File: config.mk
export PLATFORM = sky130hd
export DESIGN_NAME = fpu_multiply_iterative
export DESIGN_NICKNAME = d
export VERILOG_FILES = /design/src/rtl/fpu_multiply_iterative.sv
export SDC_FILE = /design/constraint.sdc
export NUM_CORES = 1
export LEC_CHECK = 0
export BUFFER_PORTS_ARGS = -buffer_cell sky130_fd_sc_hd__buf_2
export CAP_MARGIN = 20
export CORE_UTILIZATION = 53
export CTS_CLUSTER_DIAMETER = 80
export DETAILED_ROUTE_END_ITERATION = 6
export PLACE_DENSITY = 0.77
export RECOVER_POWER = 100
export SLEW_MARGIN = 20
export SYNTH_ARGS = -nofsm -noshare
export SYNTH_HDL_FRONTEND = slang
export SYNTH_SLANG_ARGS = --single-unit
File: constraint.sdc
create_clock -name clk -period 2.8 [get_ports clk]
set_input_delay 0.56 -clock clk [delete_from_list [all_inputs] [get_ports clk]]
set_output_delay 0.56 -clock clk [all_outputs]
set_load 0.05 [all_outputs]
File: src/rtl/fpu_multiply_iterative.sv
// Sequential single-precision multiplier: classify, add exponents, radix-2 shift-add
// significand product, then normalize into the shared pre-rounding field format.
module fpu_multiply_iterative #(
    parameter int unsigned ITERATIONS_PER_CYCLE = 1
) (
    input  logic        clk,
    input  logic        rst,
    input  logic        in_valid,
    output logic        in_ready,
    input  logic [31:0] in_a,
    input  logic [31:0] in_b,
    input  logic [2:0]  in_mode,
    output logic        out_valid,
    input  logic        out_ready,
    output logic        out_sign,
    output logic [7:0]  out_exponent,
    output logic [23:0] out_mantissa,
    output logic [2:0]  out_guard,
    output logic        out_nan,
    output logic        out_inf,
    output logic        out_zero,
    output logic [2:0]  out_mode
);

    typedef enum logic [1:0] {
        IDLE,
        ITERATE,
        NORMALIZE,
        DONE
    } state_t;

    state_t             state_q, state_d;
    logic               sign_q, sign_d;
    logic [2:0]         mode_q, mode_d;
    logic signed [9:0]  exp_q, exp_d;
    logic [23:0]        mcand_q, mcand_d;
    logic [23:0]        mplier_q, mplier_d;
    logic [47:0]        prod_q, prod_d;
    logic [4:0]         step_q, step_d;
    logic [7:0]         res_exp_q, res_exp_d;
    logic [23:0]        res_mant_q, res_mant_d;
    logic [2:0]         res_guard_q, res_guard_d;
    logic               res_nan_q, res_nan_d;
    logic               res_inf_q, res_inf_d;
    logic               res_zero_q, res_zero_d;

    logic               a_zero, a_inf, a_nan, b_zero, b_inf, b_nan;
    logic               spec_nan, spec_inf, spec_zero;
    logic [47:0]        prod_v;
    logic [23:0]        mplier_v;
    logic [24:0]        sum_v;
    logic [5:0]         step_next;
    logic signed [9:0]  exp_n;

    always_comb begin
        a_zero    = (in_a[30:23] == 8'd0);
        a_inf     = (in_a[30:23] == 8'hFF) && (in_a[22:0] == 23'd0);
        a_nan     = (in_a[30:23] == 8'hFF) && (in_a[22:0] != 23'd0);
        b_zero    = (in_b[30:23] == 8'd0);
        b_inf     = (in_b[30:23] == 8'hFF) && (in_b[22:0] == 23'd0);
        b_nan     = (in_b[30:23] == 8'hFF) && (in_b[22:0] != 23'd0);
        spec_nan  = a_nan || b_nan || (a_inf && b_zero) || (a_zero && b_inf);
        spec_inf  = a_inf || b_inf;
        spec_zero = a_zero || b_zero;
    end

    always_comb begin
        state_d     = state_q;
        sign_d      = sign_q;
        mode_d      = mode_q;
        exp_d       = exp_q;
        mcand_d     = mcand_q;
        mplier_d    = mplier_q;
        prod_d      = prod_q;
        step_d      = step_q;
        res_exp_d   = res_exp_q;
        res_mant_d  = res_mant_q;
        res_guard_d = res_guard_q;
        res_nan_d   = res_nan_q;
        res_inf_d   = res_inf_q;
        res_zero_d  = res_zero_q;
        prod_v      = prod_q;
        mplier_v    = mplier_q;
        sum_v       = '0;
        step_next   = {1'b0, step_q} + 6'(ITERATIONS_PER_CYCLE);
        exp_n       = exp_q + (prod_q[47] ? 10'sd1 : 10'sd0);
        in_ready    = (state_q == IDLE);
        out_valid   = (state_q == DONE);

        case (state_q)
            IDLE: begin
                if (in_valid) begin
                    sign_d      = in_a[31] ^ in_b[31];
                    mode_d      = in_mode;
                    exp_d       = $signed({2'b00, in_a[30:23]}) + $signed({2'b00, in_b[30:23]}) - 10'sd127;
                    mcand_d     = {1'b1, in_a[22:0]};
                    mplier_d    = {1'b1, in_b[22:0]};
                    prod_d      = '0;
                    step_d      = '0;
                    res_exp_d   = '0;
                    res_mant_d  = '0;
                    res_guard_d = '0;
                    res_nan_d   = 1'b0;
                    res_inf_d   = 1'b0;
                    res_zero_d  = 1'b0;
                    state_d     = ITERATE;
                    if (spec_nan) begin
                        res_nan_d  = 1'b1;
                        res_exp_d  = 8'hFF;
                        res_mant_d = 24'hC00000;
                        state_d    = DONE;
                    end else if (spec_inf) begin
                        res_inf_d = 1'b1;
                        res_exp_d = 8'hFF;
                        state_d   = DONE;
                    end else if (spec_zero) begin
                        res_zero_d = 1'b1;
                        state_d    = DONE;
                    end
                end
            end
            ITERATE: begin
                // Carry out of the partial-sum add lands in P[47] as part of the right shift.
                for (int unsigned i = 0; i < ITERATIONS_PER_CYCLE; i++) begin
                    sum_v    = {1'b0, prod_v[47:24]} + (mplier_v[0] ? {1'b0, mcand_q} : 25'd0);
                    prod_v   = {sum_v, prod_v[23:1]};
                    mplier_v = mplier_v >> 1;
                end
                prod_d   = prod_v;
                mplier_d = mplier_v;
                step_d   = step_next[4:0];
                if (step_next >= 6'd24) begin
                    state_d = NORMALIZE;
                end
            end
            NORMALIZE: begin
                exp_d = exp_n;
                if (prod_q[47]) begin
                    res_mant_d  = prod_q[47:24];
                    res_guard_d = {prod_q[23], prod_q[22], |prod_q[21:0]};
                end else begin
                    res_mant_d  = prod_q[46:23];
                    res_guard_d = {prod_q[22], prod_q[21], |prod_q[20:0]};
                end
                res_exp_d = exp_n[7:0];
                if (exp_n >= 10'sd255) begin
                    res_inf_d   = 1'b1;
                    res_exp_d   = 8'hFF;
                    res_mant_d  = '0;
                    res_guard_d = '0;
                end else if (exp_n <= 10'sd0) begin
                    res_zero_d  = 1'b1;
                    res_exp_d   = '0;
                    res_mant_d  = '0;
                    res_guard_d = '0;
                end
                state_d = DONE;
            end
            DONE: begin
                if (out_ready) begin
                    state_d = IDLE;
                end
            end
            default: state_d = IDLE;
        endcase
    end

    always_ff @(posedge clk or negedge rst) begin
        if (!rst) begin
            state_q     <= IDLE;
            sign_q      <= 1'b0;
            mode_q      <= '0;
            exp_q       <= '0;
            mcand_q     <= '0;
            mplier_q    <= '0;
            prod_q      <= '0;
            step_q      <= '0;
            res_exp_q   <= '0;
            res_mant_q  <= '0;
            res_guard_q <= '0;
            res_nan_q   <= 1'b0;
            res_inf_q   <= 1'b0;
            res_zero_q  <= 1'b0;
        end else begin
            state_q     <= state_d;
            sign_q      <= sign_d;
            mode_q      <= mode_d;
            exp_q       <= exp_d;
            mcand_q     <= mcand_d;
            mplier_q    <= mplier_d;
            prod_q      <= prod_d;
            step_q      <= step_d;
            res_exp_q   <= res_exp_d;
            res_mant_q  <= res_mant_d;
            res_guard_q <= res_guard_d;
            res_nan_q   <= res_nan_d;
            res_inf_q   <= res_inf_d;
            res_zero_q  <= res_zero_d;
        end
    end

    assign out_sign     = sign_q;
    assign out_exponent = res_exp_q;
    assign out_mantissa = res_mant_q;
    assign out_guard    = res_guard_q;
    assign out_nan      = res_nan_q;
    assign out_inf      = res_inf_q;
    assign out_zero     = res_zero_q;
    assign out_mode     = mode_q;

endmodule

==> metrics, run 1 <==
Antenna diodes=0; cells along the critical path=buf_4 > and2_1 > ha_1 > a21oi_2 > o21ai_0 > a21oi_2 > a21oi_2 > o21a_1 > or3_1 > a32o_1; max-cap violations=0; vias post-DR=7,715; number of synthesized register bits=155; Critical Path Source=mplier_q[0]; Required @ worst endpoint=3120 ps; vias in the first global route=7,140; layout net count=1,160; core area=roughly 17,000 um2; number of setup buffers added after CTS=0; Worst Setup End Kind=register; Total Wirelength=approximately 22,000 um; Sw Pwr=6.057 mW; TritonRoute pass-1 iters=5; final worst path period share=95.15%; final setup fails=0; P per Cell Area=between 1000 and 1500 nW/um2; Slowest cell on crit path=dfrtp_1; Die X=132.6 um; sw frac=46.28%; H-tree Lvls=4; area grow syn2layout=16.12%; Hold Startpoint=in_mode[0]; Clock Tree Root=clkbuf_16; initial antenna violation count=0; fillcell total=~1,400; most numerous cell in the Yosys netlist=dfrtp_1; # IOs=115; Hold EP=out_mode[0]; post-DR vias/cell=approximately 6.1; Clock Skews=about 10 ps; Tightest Hold Check Type=in2reg; most used cell, CP=a21oi_2; Worst Max-Slew Pin Slew=1381 ps; Worst EP arrival=about 3000 ps; synthesized area=9040 um2; drt first-iter violations=757; clock share of power=approximately 18%; Tmin final=~2700 ps; largest net degree at the start of global routing=56; YS warnings=0; post-synth cell types=63; LEAKAGE=4.590 nW; sequential area share after synthesis=between 40% and 50%; critical path type=reg2reg; Syn Area/Cell=9.710 um2; reg2reg path depth=10; top-area cell type share of the netlist area=between 40 and 50%; Num CTS Buffers=17; leading area contributor after synthesis=dfrtp_1; Routed Antenna Nets=0; Post-synth EDFFs=0; layout cells sized above 1=a little under a fifth; Final Cell Area=between 10,000 and 15,000 um2; first-pass GRT wire length=36,340 um; Int Pwr=around 7 mW; # DRC=0; register share of total power=29.3%; Synth async-reset ratio=100.0%; Slew Limit Fails=0; PortBufs=114; area of the multi-input gates=approximately 4900 um2; CTS tree=yes; setup TNS=0 ps; Max IR drop VDD=0.5579 mV; WHS Path Cells=2; worst rel slew slack=7.932%; Startpoint Class=register; Die ar.=~18,000 um2; ranking of synthesized cells by area=dfrtp_1 43%, ha_1 6.5%, a21oi_1 4.0%; Synth Flop Type=dfrtp_1; crit-path leading delay family=compound AO/OA/AOI/OAI gates; critical path peak fanout=8; Comb power frac=53.2%; initial core utilization=54.32%; Fmax achieved=between 300 and 400 MHz; Register Area=3879 um2; Worst-Skew Late Latency=430 ps; slowest stage delay, CP=around 430 ps; HPWL after DPL=16,000 um; crit path buf inv count=1; Reg2Reg Setup Slack=140 ps; placed cell area=9978 um2; clk sinks=155; Die H=between 100 and 150 um; Worst-path clk slew=60 ps; FP Rows=47; synthesized instance count=931; GRT Residual Overflow=0; Synthesized Nets=between 1,000 and 1,500; total track usage=between 20% and 30%; reg2reg start=mplier_q[0]; outcome=complete, no violations; CTS Buffer Depth=2; DR WL/cell=17.21 um; reg2reg end=prod_q[38]; Post-synth top cells=155 x dfrtp_1, 86 x nand2_1, 72 x a21oi_1; Fin. Hold Viols=0; routability cong.=0.9168
-- worst reg2reg max path: cells and delay by family, from the launching register on --
kind | cells | cell delay [ps]
compound gates | 6 | 1110
simple gates | 2 | 460
flops | 1 | 430
fa+ha+maj | 1 | 380
buf+inv | 1 | 180
-- routing by layer --
| layer | GRT usage (%) | vias up | part of all wire (%) |
|---|---|---|---|
| met1 | 38.95 | 3748 | 49 |
| met5 | 0 | - | 0 |
| met2 | 38.48 | 256 | 45 |
| li1 | - | 3692 | - |
| met3 | 3.487 | 19 | 5.1 |
| met4 | 7.791 | 0 | 1.2 |
-- registers in the layout (all words and copies together) (netlist names), 2 cells and up --
name,cells
out_guard,3
out_mode,3
mcand_q,24
state_q,2
step_q,5
exp_q,10
out_mantissa,24
out_exponent,8
mplier_q,24
prod_q,48
-- logic make-up (layout without fill, tap and decap cells) --
family	count (synthesis)	count (layout)	synth area share [%]
AOI/OAI and AO/OA	304	304	23.23
xor gates and xnor gates	27	27	2.616
adders and majority gates	49	49	6.948
buffers and inverters	87	209	3.834
DFF	155	155	42.91
muxes	58	58	6.796
and+or+nand+nor	251	251	13.67
-- worst max-delay path by stage --
stage	slack (ps)	endpoint	depth (start not counted)
2_1_floorplan	140	prod_q[40]	11
3_3_place_gp	150	exp_q[7]	11
3_5_place_dp	60	exp_q[7]	11
4_1_cts	80	prod_q[43]	11
5_1_grt	-8	prod_q[43]	11
6_report	140	prod_q[38]	10
-- repair_timing --
item | in CTS | in global routing
hold endpoints to repair | 0 | 0
hold buffers | 0 | 0
resized for setup | 0 | 12
endpoints found under the setup margin | 0 | 16
-- power by group through the flow --
stage               sequential [mW]  clock (mW)  combinational, mW
floorplan                      4.21           0               4.69
global placement               3.80           0               6.76
detailed placement             3.84           0               6.89
CTS                            3.81        2.32               6.93
global route                   3.95        2.40               7.65
finish                         3.84        2.29               6.96
-- stage by stage --
| stage | setup WS [ps] | instances | hold slack (ps) | power (mW) | util, % |
|---|---|---|---|---|---|
| 2_1_floorplan | 142.7 | 931 | 264.4 | 8.903 | - |
| 3_5_place_dp | 64.95 | 1241 | 445.6 | 10.73 | 59.96 |
| 5_1_grt | -7.655 | 1273 | 357.5 | 13.99 | 63.08 |
| 4_1_cts | 79.98 | 1273 | 97.25 | 13.06 | 63.45 |
| 3_3_place_gp | 146.1 | 1241 | 446.3 | 10.56 | 59.96 |
| 6_report | 135.8 | 1273 | 362.8 | 13.09 | 63.08 |
-- placed cells by master, fill, tap and decap left out, types with 6 or more instances in the layout --
master     count
nand2_1       86
ha_1          47
a21oi_1       69
xnor2_1       14
nand3_1       16
o31ai_2       17
o21ai_0       51
nand4_1       18
clkbuf_16     17
and2_1        26
inv_1         24
mux2_2        27
o21a_1         9
xor2_1        13
o31ai_1       14
clkbuf_1      51
nor2_1        44
mux2i_1       31
nor3_1        10
nor4_1        15
nand2b_1       9
o22ai_1       49
buf_2         69
and3_1         6
a211oi_1       9
a22o_1        29
buf_4         28
dfrtp_1      155
a21o_1        11
-- area by class of cell --
cell class | instances | share of cell area, %
sequential | 155 | 36.95
clock inverter | 10 | 1.108
inverter | 25 | 0.8939
clock buffer | 22 | 4.422
multi-input combinational | 689 | 46.23
timing repair buffer | 152 | 7.771
tap | 220 | 2.622
Power figures use the tool's default switching activity.
==> run 2, diff against run 1 <==
--- a/config.mk
+++ b/config.mk
@@ -10,8 +10,9 @@
 export CORE_UTILIZATION = 53
 export CTS_CLUSTER_DIAMETER = 80
 export DETAILED_ROUTE_END_ITERATION = 6
-export PLACE_DENSITY = 0.77
+export PLACE_DENSITY = 0.89
 export RECOVER_POWER = 100
+export REMOVE_ABC_BUFFERS = 1
 export SLEW_MARGIN = 20
 export SYNTH_ARGS = -nofsm -noshare
 export SYNTH_HDL_FRONTEND = slang
==> metrics, run 2 (synthesis gave the netlist of run 1 again) <==
TritonRoute pass-1 iters=5 (unchanged); HPWL after DPL=15,880 um (-0.74%); Slowest cell on crit path=or4_4; Hold EP=out_mode[1]; final setup fails=0 (unchanged); core area=16,640 um2 (unchanged); vias in the first global route=7,469 (+4.6%); reg2reg end=prod_q[44]; first-pass GRT wire length=37,240 um (+2.5%); Worst EP arrival=3000 ps (+20 ps); Clock Tree Root=clkbuf_16; Non-Filler Instances=1,268 (-0.39%); dpl cells=1,235 (-0.48%); initial antenna violation count=0 (unchanged); Num CTS Buffers=17 (unchanged); most common cell after layout, fill and taps aside=dfrtp_1; GRT Residual Overflow=0 (unchanged); max-cap violations=1 (+1); final worst path period share=96.78% (+1.6 points); Worst-path clk slew=60 ps (about the same); DR WL/cell=17.93 um (+4.1%); layout cells sized above 1=18.99% (+0.090 points); largest net degree at the start of global routing=67 (+20%); Die X=132.6 um (unchanged); drt first-iter violations=744 (-1.7%); Startpoint Class=register; P per Cell Area=1253 nW/um2 (+0.50%); Worst Max-Slew Pin Slew=1987 ps (+606.4 ps); WHS Path Cells=2 (unchanged); total track usage=26.40% (+0.58 points); Hold Startpoint=in_mode[1]; LEAKAGE=4.576 nW (-0.28%); critical path type=reg2reg; PortBufs=114 (unchanged); Tightest Hold Check Type=in2reg; outcome=finished with violations; fin worst setup slack=90.28 ps (-45.52 ps); Max IR drop VDD=0.5356 mV (-4.0%); fillcell total=1,341 (-6.0%); cells along the critical path=buf_4 > and2_1 > ha_1 > o21ai_1 > o21a_1 > or4_4 > a21boi_2 > buf_4 > a31oi_1 > mux2i_1 > o21ai_0; reg2reg start=mplier_q[0]; placed cell area=9933 um2 (-0.45%); most used cells in the layout excluding fill and tap cells=155 x dfrtp_1, 85 x nand2_1, 69 x a21oi_1, 69 x buf_2, 49 x o22ai_1; # IOs=115 (unchanged); Worst-Skew Late Latency=430 ps (about the same); worst rel slew slack=-32.49% (-40 points); initial core utilization=54.32% (unchanged); FP Rows=47 (unchanged); Largest Register=prod_q; Final Cell Area=10,490 um2 (about the same); Worst Setup End Kind=register; max reg flops=48 (unchanged); area grow syn2layout=16.01% (about the same); Total Wirelength=22,730 um (+3.7%); post-DR vias/cell=6.232 (+2.8%); setup TNS=0 ps (unchanged); Fin. Hold Viols=0 (unchanged); Slew Limit Fails=43 (+43); Tmin final=2710 ps (+45.52 ps); Required @ worst endpoint=3090 ps (-30 ps); reg2reg path depth=11 (+1); Die ar.=17,580 um2 (unchanged); most used cell, CP=buf_4; slowest stage delay, CP=590 ps (+160 ps); dpl ws=40.12 ps (-24.83 ps); Final Power=13.14 mW (+0.41%); Routed Antenna Nets=0 (unchanged); H-tree Lvls=4 (unchanged); RSZ-0062 raised after global routing=true; critical path peak fanout=7 (-1); Die H=132.6 um (unchanged); Antenna diodes=0 (unchanged); Clock Skews=9.321 ps (-0.4201 ps); CTS tree=yes; Fmax achieved=369.0 MHz (-1.7%); CTS Buffer Depth=2 (unchanged); layout net count=1,156 (-0.34%); Reg2Reg Setup Slack=90 ps (-50 ps); violated checks=max-capacitance violations, max-slew violations; # DRC=0 (unchanged); routability cong.=0.9265 (+1.1%); hold-fix buffers at CTS=0 (unchanged); vias post-DR=7,902 (+2.4%); clk sinks=155 (unchanged)
-- run 2: timing repair --
action | CTS | global route
gates resized for setup | 0 | 15
pin swaps | 0 | 1
buffers inserted | 1 | 1
endpoints found under the setup margin | 1 | 11
-- run 2: critical path: cells and delay by family (launching register included) --
| family | cells | cell delay [ps] |
|---|---|---|
| compound gates | 5 | 680 |
| simple gates | 2 | 730 |
| mux | 1 | 160 |
| flops | 1 | 380 |
| fa+ha+maj | 1 | 300 |
| buf+inv | 2 | 300 |
-- run 2: per-stage QoR --
| stage | utilization (%) | hold WS, ps |
|---|---|---|
| global route | 63.02 | 345.3 |
| CTS | 63.27 | 57.80 |
| finish | 63.02 | 357.7 |
| floorplan | - | 264.4 |
| global placement | 59.69 | 440.9 |
| detailed placement | 59.69 | 453.9 |
-- run 2: worst max path at each step --
stage                           start    endpoint  slack, ps  cells after the start
after floorplan            state_q[0]    exp_q[9]      -1680                      6
after global placement    mplier_q[0]  prod_q[42]         90                     11
after detailed placement  mplier_q[0]  prod_q[44]         40                     12
after CTS                 mplier_q[0]  prod_q[44]         50                     11
after global routing      mplier_q[0]  prod_q[44]        -40                     11
final                     mplier_q[0]  prod_q[44]         90                     11
-- run 2: area by class of cell --
cell class	count	area (um2)	area share (%)
Clock buffer	22	474.2	4.522
Clock inverter	9	113.9	1.086
Inverter	25	93.84	0.8948
Multi-Input combinational cell	689	4865	46.38
Sequential cell	155	3879	36.98
Tap cell	220	275.3	2.625
Timing Repair Buffer	148	787.0	7.504
-- run 2: report_power, final --
part | switching (mW) | leakage (nW) | internal (mW) | total [mW]
Sequential | 0.720 | 1.93 | 3.08 | 3.80
Combinational | 4.50 | 2.37 | 2.52 | 7.02
Clock | 0.945 | 0.279 | 1.38 | 2.33
-- run 2: metal layers --
metal	vias up	wire length (um)	global-route usage (%)
met5	-	0	0
met1	3835	10220	36.65
li1	3686	-	-
met4	0	404	7.791
met3	40	1375	4.981
met2	341	10730	42.11
